**src/rtl/alu_reg_sequencer.sv**
```systemverilog
// Command sequencer for the register-mapped TinyALU: takes one (a, b, op) request,
// runs the SRC/CMD/poll/RESULT bus sequence and returns the result or a timeout error.
module alu_reg_sequencer #(
    parameter int unsigned                ADDR_WIDTH  = 32,
    parameter logic [ADDR_WIDTH-1:0]      SRC_ADDR    = ADDR_WIDTH'(32'h0),
    parameter logic [ADDR_WIDTH-1:0]      CMD_ADDR    = ADDR_WIDTH'(32'h4),
    parameter logic [ADDR_WIDTH-1:0]      RESULT_ADDR = ADDR_WIDTH'(32'h8),
    parameter int unsigned                TIMEOUT     = 64
) (
    input  logic                  clk,
    input  logic                  reset,
    input  logic                  req_valid,
    output logic                  req_ready,
    input  logic [7:0]            req_a,
    input  logic [7:0]            req_b,
    input  logic [2:0]            req_op,
    output logic                  rsp_valid,
    input  logic                  rsp_ready,
    output logic [15:0]           rsp_result,
    output logic                  rsp_err,
    output logic                  busy,
    output logic                  valid,
    output logic                  read,
    output logic [ADDR_WIDTH-1:0] addr,
    output logic [31:0]           wdata,
    output logic [3:0]            wmask,
    input  logic [31:0]           rdata
);

    localparam int unsigned CNT_W = 10;

    typedef enum logic [2:0] {
        IDLE, WR_SRC, WR_START, WR_CLR, POLL, RD_RES, RESP
    } state_t;

    state_t           state;
    state_t           state_nxt;
    logic [7:0]       a_q;
    logic [7:0]       b_q;
    logic [2:0]       op_q;
    logic [CNT_W-1:0] poll_cnt;
    logic             poll_last;
    logic             done_bit;
    logic             unused_rdata;

    assign done_bit     = rdata[1];
    assign poll_last    = (poll_cnt == CNT_W'(TIMEOUT - 1));
    assign unused_rdata = ^rdata[31:16];

    always_ff @(posedge clk or posedge reset) begin
        if (reset) state <= IDLE;
        else       state <= state_nxt;
    end

    always_comb begin
        state_nxt = state;
        case (state)
            IDLE:     if (req_valid) state_nxt = (req_op == 3'b000) ? RESP : WR_SRC;
            WR_SRC:   state_nxt = WR_START;
            WR_START: state_nxt = WR_CLR;
            WR_CLR:   state_nxt = POLL;
            // done on the last allowed poll still wins over the timeout
            POLL: begin
                if (done_bit)       state_nxt = RD_RES;
                else if (poll_last) state_nxt = RESP;
            end
            RD_RES:   state_nxt = RESP;
            RESP:     if (rsp_ready) state_nxt = IDLE;
            default:  state_nxt = IDLE;
        endcase
    end

    // Request latch, poll counter and response capture
    always_ff @(posedge clk or posedge reset) begin
        if (reset) begin
            a_q        <= 8'h0;
            b_q        <= 8'h0;
            op_q       <= 3'b000;
            poll_cnt   <= '0;
            rsp_result <= 16'h0;
            rsp_err    <= 1'b0;
        end else begin
            case (state)
                IDLE: begin
                    if (req_valid) begin
                        a_q        <= req_a;
                        b_q        <= req_b;
                        op_q       <= req_op;
                        poll_cnt   <= '0;
                        rsp_result <= 16'h0;
                        rsp_err    <= 1'b0;
                    end
                end
                POLL: begin
                    poll_cnt <= poll_cnt + CNT_W'(1);
                    if (!done_bit && poll_last) begin
                        rsp_result <= 16'h0;
                        rsp_err    <= 1'b1;
                    end
                end
                RD_RES: begin
                    rsp_result <= rdata[15:0];
                    rsp_err    <= 1'b0;
                end
                default: ;
            endcase
        end
    end

    // Outputs decoded from state and latched request only
    always_comb begin
        req_ready = 1'b0;
        rsp_valid = 1'b0;
        busy      = 1'b1;
        valid     = 1'b0;
        read      = 1'b0;
        addr      = '0;
        wdata     = 32'h0;
        wmask     = 4'b0000;
        case (state)
            IDLE: begin
                req_ready = 1'b1;
                busy      = 1'b0;
            end
            WR_SRC: begin
                valid = 1'b1;
                addr  = SRC_ADDR;
                wdata = {16'h0, b_q, a_q};
                wmask = 4'b0011;
            end
            WR_START: begin
                valid = 1'b1;
                addr  = CMD_ADDR;
                wdata = {25'h0, 2'b00, op_q, 1'b0, 1'b1};
                wmask = 4'b1111;
            end
            WR_CLR: begin
                valid = 1'b1;
                addr  = CMD_ADDR;
                wdata = {25'h0, 2'b00, op_q, 1'b0, 1'b0};
                wmask = 4'b1111;
            end
            POLL: begin
                valid = 1'b1;
                read  = 1'b1;
                addr  = CMD_ADDR;
            end
            RD_RES: begin
                valid = 1'b1;
                read  = 1'b1;
                addr  = RESULT_ADDR;
            end
            RESP:    rsp_valid = 1'b1;
            default: ;
        endcase
    end

endmodule

```
**config.mk**
```make
export PLATFORM = sky130hd
export DESIGN_NAME = alu_reg_sequencer
export DESIGN_NICKNAME = d
export VERILOG_FILES = /design/src/rtl/alu_reg_sequencer.sv
export SDC_FILE = /design/constraint.sdc
export NUM_CORES = 1
export LEC_CHECK = 0
export ABC_AREA = 1
export CAP_MARGIN = 20
export CORE_MARGIN = 1
export CORE_UTILIZATION = 36
export CTS_CLUSTER_SIZE = 16
export DETAILED_ROUTE_END_ITERATION = 10
export GPL_TIMING_DRIVEN = 0
export PLACE_DENSITY = 0.78
export SLEW_MARGIN = 25
export SYNTH_ARGS = -nofsm -noshare
export SYNTH_HDL_FRONTEND = slang
export SYNTH_SLANG_ARGS = --single-unit
export TNS_END_PERCENT = 100
```
**constraint.sdc**
```tcl
create_clock -name clk -period 1.4 [get_ports clk]
set_clock_uncertainty 0.15 [all_clocks]
set_input_delay 0.21 -clock clk [delete_from_list [all_inputs] [get_ports clk]]
set_output_delay 0.21 -clock clk [all_outputs]
set_load 0.05 [all_outputs]
```
==> results of run 1 <==
[placed cells by master, fill, tap and decap left out, types with 2 or more instances in the layout]
cell type | netlist | routed
nand2_1 | 100 | 76
o21ai_4 | 0 | 4
a21oi_2 | 0 | 15
buf_12 | 0 | 7
buf_4 | 48 | 66
nand2_2 | 3 | 19
o21ai_2 | 0 | 2
clkdlybuf4s50_1 | 0 | 37
o21ai_1 | 3 | 7
nor2_2 | 2 | 3
nand3_1 | 17 | 9
dfrtp_1 | 49 | 46
buf_2 | 5 | 17
inv_4 | 0 | 4
nand3_2 | 0 | 6
inv_1 | 36 | 30
nor2_4 | 1 | 35
clkbuf_16 | 0 | 2
nand2_4 | 1 | 5
conb_1 | 1 | 46
nand3_4 | 0 | 2
nand2_8 | 0 | 4
clkinvlp_4 | 0 | 4
a21oi_1 | 21 | 6
nor2_1 | 46 | 11
buf_8 | 0 | 13
buf_6 | 1 | 38
dfrtp_2 | 0 | 3
clkbuf_8 | 0 | 5
[layout make-up]
type,instances,share of cell area (%)
inverter,39,3.82
sequential,49,24.2
buffer,55,9.39
tap,99,2.44
clock inverter,2,0.296
multi-input combinational,257,32.3
timing repair buffer,127,26.1
clock buffer,6,1.43
[worst max-delay path, stage by stage (launching register included)]
cell	delay [ns]
dfrtp_2	0.47
buf_4	0.15
nand2_2	0.10
clkinvlp_4	0.16
nand2_2	0.12
o21ai_4	0.06
buf_8	0.15
[cells by family (layout without fill, tap and decap cells)]
family          count (synthesis)  in the layout  share of synthesized area, %
simple gates                  173            173                          26.2
fa+ha+maj                       1              1                         0.466
compound gates                 37             37                          7.13
other cells                     1             46                         0.140
buf+inv                        94            229                          20.4
flops                          49             49                          45.7
[metrics by stage]
step | power, µW | util, % | instance area [µm²] | worst slack (ns) | setup TNS (ns)
floorplan | 7070 | - | 3140 | -0.233 | -10.36
global placement | 8710 | 56.7 | 4090 | -0.914 | -48.01
detailed placement | 8840 | 56.9 | 4110 | -0.948 | -40.31
CTS | 11000 | 64.3 | 4640 | -0.487 | -26.93
global route | 12600 | 70.4 | 5080 | -0.527 | -33.11
finish | 12000 | 70.4 | 5080 | -0.469 | -28.41
[power by group]
group	internal [µW]	switching, µW
Clock	353	482
Combinational	3520	5320
Sequential	1980	340
[per-layer routing]
metal | global-route usage [%] | vias up | share of wire (%)
li1 | - | 1357 | -
met1 | 21.2 | 1300 | 36
met2 | 35.7 | 93 | 56
met3 | 4.76 | 16 | 5.6
met4 | 4.40 | 0 | 1.6
met5 | 0 | - | 0
[sequential cells by signal (all words and copies together), names as in the netlist]
signal / count
op_q: 3
a_q: 8
rsp_err: 1
rsp_result: 16
state: 3
b_q: 8
poll_cnt: 10
[repair_timing]
| item | in CTS | in global routing |
|---|---|---|
| cloned | 6 | 0 |
| setup buffers | 24 | 15 |
| setup endpoints to repair | 93 | 81 |
| resized for setup | 319 | 109 |
| pin swaps | 10 | 22 |
[worst max-delay path by stage]
stage	from	endpoint	slack, ns	cells past startpoint
after floorplan	state[2]	wdata[10]	-0.23	4
after global routing	state[1]	wdata[2]	-0.53	6
after detailed placement	state[2]	wdata[10]	-0.95	5
after global placement	state[2]	wdata[10]	-0.91	5
after CTS	state[1]	wdata[2]	-0.49	5
final	state[1]	wdata[2]	-0.47	6
==> metrics, run 1 <==
n_diodes=0; post-route setup slack=-0.469 ns; FF+latch count, synth=49; Synth Flop Type=dfrtp_1; initial antenna violation count=0; leakage power=0.00258 µW; grt ovf=0; max-slew violation count=0; r2r endpoint=b_q[0]; die area=7800 µm²; Routed Antenna Nets=0; Final Hold Vio Count=0; vias in the first global route=around 2600; filler instances=530; WS Path Type=flip-flop to output pin; Worst Path Max Fanout=5; reg-to-reg slack, setup=-0.45 ns; multi-input logic area=roughly 1600 µm²; port bufs=just over 80; placed cells=582; Post-Syn Area=2680 µm²; DRC viols=0; Synthesis Warnings=0; EDFF count, synth=0; f_max=between 500 and 600 MHz; dpl hpwl=~5.0 mm; Core Rows=31; Critical Path Start Type=flip-flop; first-pass GRT wire length=between 10 and 15 mm; Synth area leaders=dfrtp_1 46%, nand2_1 14%, buf_4 13%, nor2_1 6.4%, inv_1 5.0%; status=finished with violations; level count of the clock H-tree=2; violated checks=setup timing; Worst-path clk slew=about 0.1 ns; first-pass iteration count of the detailed router=6; maximum vdd drop=about 1.1 mV; Total GRT Usage=18.9%; Synth Instances=355; Placer Congestion=roughly 0.84; worst skew pair latency=~0.3 ns; crit path capture type=output pin; r2r startpoint=state[1]; Area Growth Syn to Fin=89.2%; IO Pins=approximately 150; P per Cell Area=~2400 nW/µm²; ys async rst share=100%; Placeable Area=between 7000 and 8000 µm²; endpoints failing setup=76; Via Count=approximately 2800; share of layout cells above drive strength 1=around half; top-count cell post-synth=nand2_1; largest area contributor in the netlist=dfrtp_1; top-area cell type share of the netlist area=roughly 46%; Root Buffer=clkbuf_8; Hold-fix buffers, CTS=0; die height=between 80 and 90 µm; final hold slack=approximately 0.11 ns; detailed-route vias per instance=4.36; Commonest cells post-synth=100 x nand2_1, 49 x dfrtp_1, 48 x buf_4; Die Wd=between 80 and 90 µm; Final Non-Filler Cells=roughly 630; worst min path class=primary input to async pin; Num CTS Buffers=5; Worst Path Required=around 1.0 ns; register area=1230 µm²; pin count of the biggest net entering global routing=31; TritonCTS clock tree=built; crit path DAT=1.51 ns; Initial Util=37.2%; fin crit period=about 1.9 ns; Cell variety after synth=23; number of max-cap violations=0; number of nets in the layout=590; CTS Buffer Depth=2; Syn Area/Cell=between 7 and 8 µm²; DRT iter0 DRCs=just over 100; register area share after synthesis=around 46%; DR WL/cell=12.6 µm; final clock period utilization by the worst path=134%; RSZ-0062 raised after global routing=yes; final wirelength=approximately 8 mm; clock net sink count=a little under 50; cells on worst reg2reg path=10
(Power assumes the default switching activity.)
==> run 2, diff against run 1 <==
--- a/config.mk
+++ b/config.mk
@@ -11,6 +11,7 @@
 export CORE_UTILIZATION = 36
 export CTS_CLUSTER_SIZE = 16
 export DETAILED_ROUTE_END_ITERATION = 10
+export GPL_ROUTABILITY_DRIVEN = 1
 export GPL_TIMING_DRIVEN = 0
 export PLACE_DENSITY = 0.78
 export SLEW_MARGIN = 25
==> results of run 2 <==
No change in the layout: final DEF, timing and power equal those of run 1.
==> run 3, diff against run 2 <==
--- a/config.mk
+++ b/config.mk
@@ -8,12 +8,13 @@
 export ABC_AREA = 1
 export CAP_MARGIN = 20
 export CORE_MARGIN = 1
-export CORE_UTILIZATION = 36
+export CORE_UTILIZATION = 42
 export CTS_CLUSTER_SIZE = 16
 export DETAILED_ROUTE_END_ITERATION = 10
 export GPL_ROUTABILITY_DRIVEN = 1
 export GPL_TIMING_DRIVEN = 0
-export PLACE_DENSITY = 0.78
+export PLACE_DENSITY = 0.86
+export REMOVE_ABC_BUFFERS = 1
 export SLEW_MARGIN = 25
 export SYNTH_ARGS = -nofsm -noshare
 export SYNTH_HDL_FRONTEND = slang
==> constraint.sdc (replaced) <==
create_clock -name clk -period 2.45 [get_ports clk]
set_clock_uncertainty 0.15 [all_clocks]
set_input_delay 0.3675 -clock clk [delete_from_list [all_inputs] [get_ports clk]]
set_output_delay 0.3675 -clock clk [all_outputs]
set_load 0.05 [all_outputs]
==> run 3 against run 2 <==
  * Via count shrank 15%
  * Core utilization shrank 11 points
  * Die area shrank 14%
  * The run now ends clean
  * Sequential cell count is the same
==> metrics, run 3 (synthesis results as in run 1) <==
status=finished, final reports clean; Routed Antenna Nets=0; r2r endpoint=rsp_result[8]; number of max-cap violations=0; DRC viols=0; Placeable Area=~6000 µm²; DRT iter0 DRCs=roughly 140; Final Core Density=about three fifths; Hold-fix buffers, CTS=0; crit path launch=state[2]; number of nets in the layout=494; Post-DP Area=between 3000 and 4000 µm²; maximum vdd drop=around 0.82 mV; max FFs per register=16; grt ovf=0; first-pass iteration count of the detailed router=4; detailed-route vias per instance=between 4 and 5; crit path DAT=1.83 ns; share of layout cells above drive strength 1=9.34%; Sw Share=between 50% and 60%; Rel. slew slack=between 50% and 60%; Final Hold Vio Count=0; commonest non-fill, non-tap cells in the layout=100 x nand2_1, 55 x clkdlybuf4s50_1, 49 x dfrtp_1, 46 x nor2_1, 46 x conb_1; die area=between 6000 and 7000 µm²; fin crit period=approximately 2.3 ns; n_diodes=0; Worst-path clk slew=0.09 ns; initial antenna violation count=0; Sw Pwr=about 2700 µW; pin count of the biggest net entering global routing=37; P per Cell Area=1400 nW/µm²; Total GRT Usage=roughly 18%; clock net sink count=49; met3 Use GR=slightly above 5%; final hold slack=between 0.15 and 0.2 ns; dpl hpwl=between 4 and 5 mm; Clk pwr share=between 10% and 20%; final wirelength=~6.2 mm; IO Pins=about 150; port bufs=82; routing usage on met2=a little over a third; endpoints failing setup=0; Critical Path Start Type=flip-flop; vias in the first global route=between 2000 and 2500; met1 usage=between 10% and 20%; Initial Util=between 40% and 50%; P_int=2290 µW; Slew @ Worst Pin=between 0.6 and 0.7 ns; filler instances=~520; max-slew violation count=0; Via Count=2353; most common cell after layout, fill and taps aside=nand2_1; f_max=426 MHz; Die Wd=approximately 82 µm; DR WL/cell=between 10 and 15 µm; Critical path destination=wdata[3]; Worst Path Max Fanout=16; Tot Pwr=about 5000 µW; Root Buffer=clkbuf_8; level count of the clock H-tree=2; RSZ-0062 raised after global routing=no; combinational share of power=between 60% and 70%; Worst Path Required=about 1.9 ns; crit path capture type=output pin; final instance area=between 3000 and 4000 µm²; worst min path class=primary input to async pin; CTS Buffer Depth=2; Num CTS Buffers=5; final clock period utilization by the worst path=95.9%; Top reg by flops=rsp_result; busiest grt layer=met2; leakage power=approximately 0.0019 µW; Flop pwr share=between 20% and 30%; worst skew pair latency=around 0.30 ns; die height=81.9 µm; cells on worst reg2reg path=7; r2r startpoint=state[1]; Placer Congestion=slightly above 0.8; Area Growth Syn to Fin=33.7%; biggest regs=rsp_result (16), poll_cnt (10); Core Rows=28; reg-to-reg slack, setup=~0.6 ns; first-pass GRT wire length=between 9 and 10 mm; WS Path Type=flip-flop to output pin; TritonCTS clock tree=built
==> run 3: cell count changes in the layout (fill, tap and decap cells not counted), sizes merged <==
cell and delta:
buf -137, bufinv +1, clkbuf -2, clkdlybuf4s15 +16, clkdlybuf4s50 +18, clkinv -1
clkinvlp -3, dlygate4sd2 +6, dlymetal6s2s +3, inv +3
==> run 3: worst max-delay path, cell delays in order, from the launching register on <==
cell	delay, ns
dfrtp_1	0.47
inv_2	0.20
nand3_4	0.20
o21ai_0	0.25
clkdlybuf4s15_2	0.40
==> run 3: worst min path at each step <==
stage	from	endpoint	slack, ns	depth (start not counted)
finish	reset	rsp_result[7]	0.20	2
CTS	reset	rsp_result[7]	0.20	2
floorplan	op_q[0]	op_q[0]	0.29	2
detailed placement	op_q[2]	op_q[2]	0.31	2
global placement	rsp_result[3]	rsp_result[3]	0.30	2
global route	reset	rsp_result[7]	0.23	2
==> run 3: metrics by stage <==
step,worst slack (ns),setup TNS (ns),instances
floorplan,-0.129,-0.515,345
global placement,-0.284,-12.35,502
detailed placement,-0.374,-3.88,504
CTS,0.0108,0,512
global route,0.0216,0,514
finish,0.101,0,514
==> run 3: power by group through the flow <==
stage          Combinational [µW]  Sequential, µW  Clock (µW)
3_3_place_gp                 3060            1300           0
4_1_cts                      3100            1310         610
6_report                     3090            1320         607
5_1_grt                      3280            1350         644
3_5_place_dp                 3150            1320           0
2_1_floorplan                1690            1770           0
==> run 3: metal layers <==
layer	vias to the layer above	part of all wire [%]	wire (µm)
met3	11	6.7	417
met5	-	0	0
li1	1159	-	-
met2	94	54	3350
met4	0	1.6	97
met1	1089	38	2360
==> run 3: final cells by class <==
type                       count  area (µm²)  area share (%)
inverter                      39         146            4.08
timing repair buffer          86         905            25.2
sequential                    49        1230            34.2
multi-input combinational    257        1100            30.6
clock buffer                   6        82.6            2.30
clock inverter                 2        37.5            1.05
tap                           75        93.8            2.62
==> run 3: what timing repair did <==
item / CTS / global route
pin swaps: 0 / 1
resized for setup: 65 / 5
setup buffers: 0 / 2
hold endpoints to repair: 0 / 0
setup endpoints to repair: 23 / 5
cloned: 0 / 0
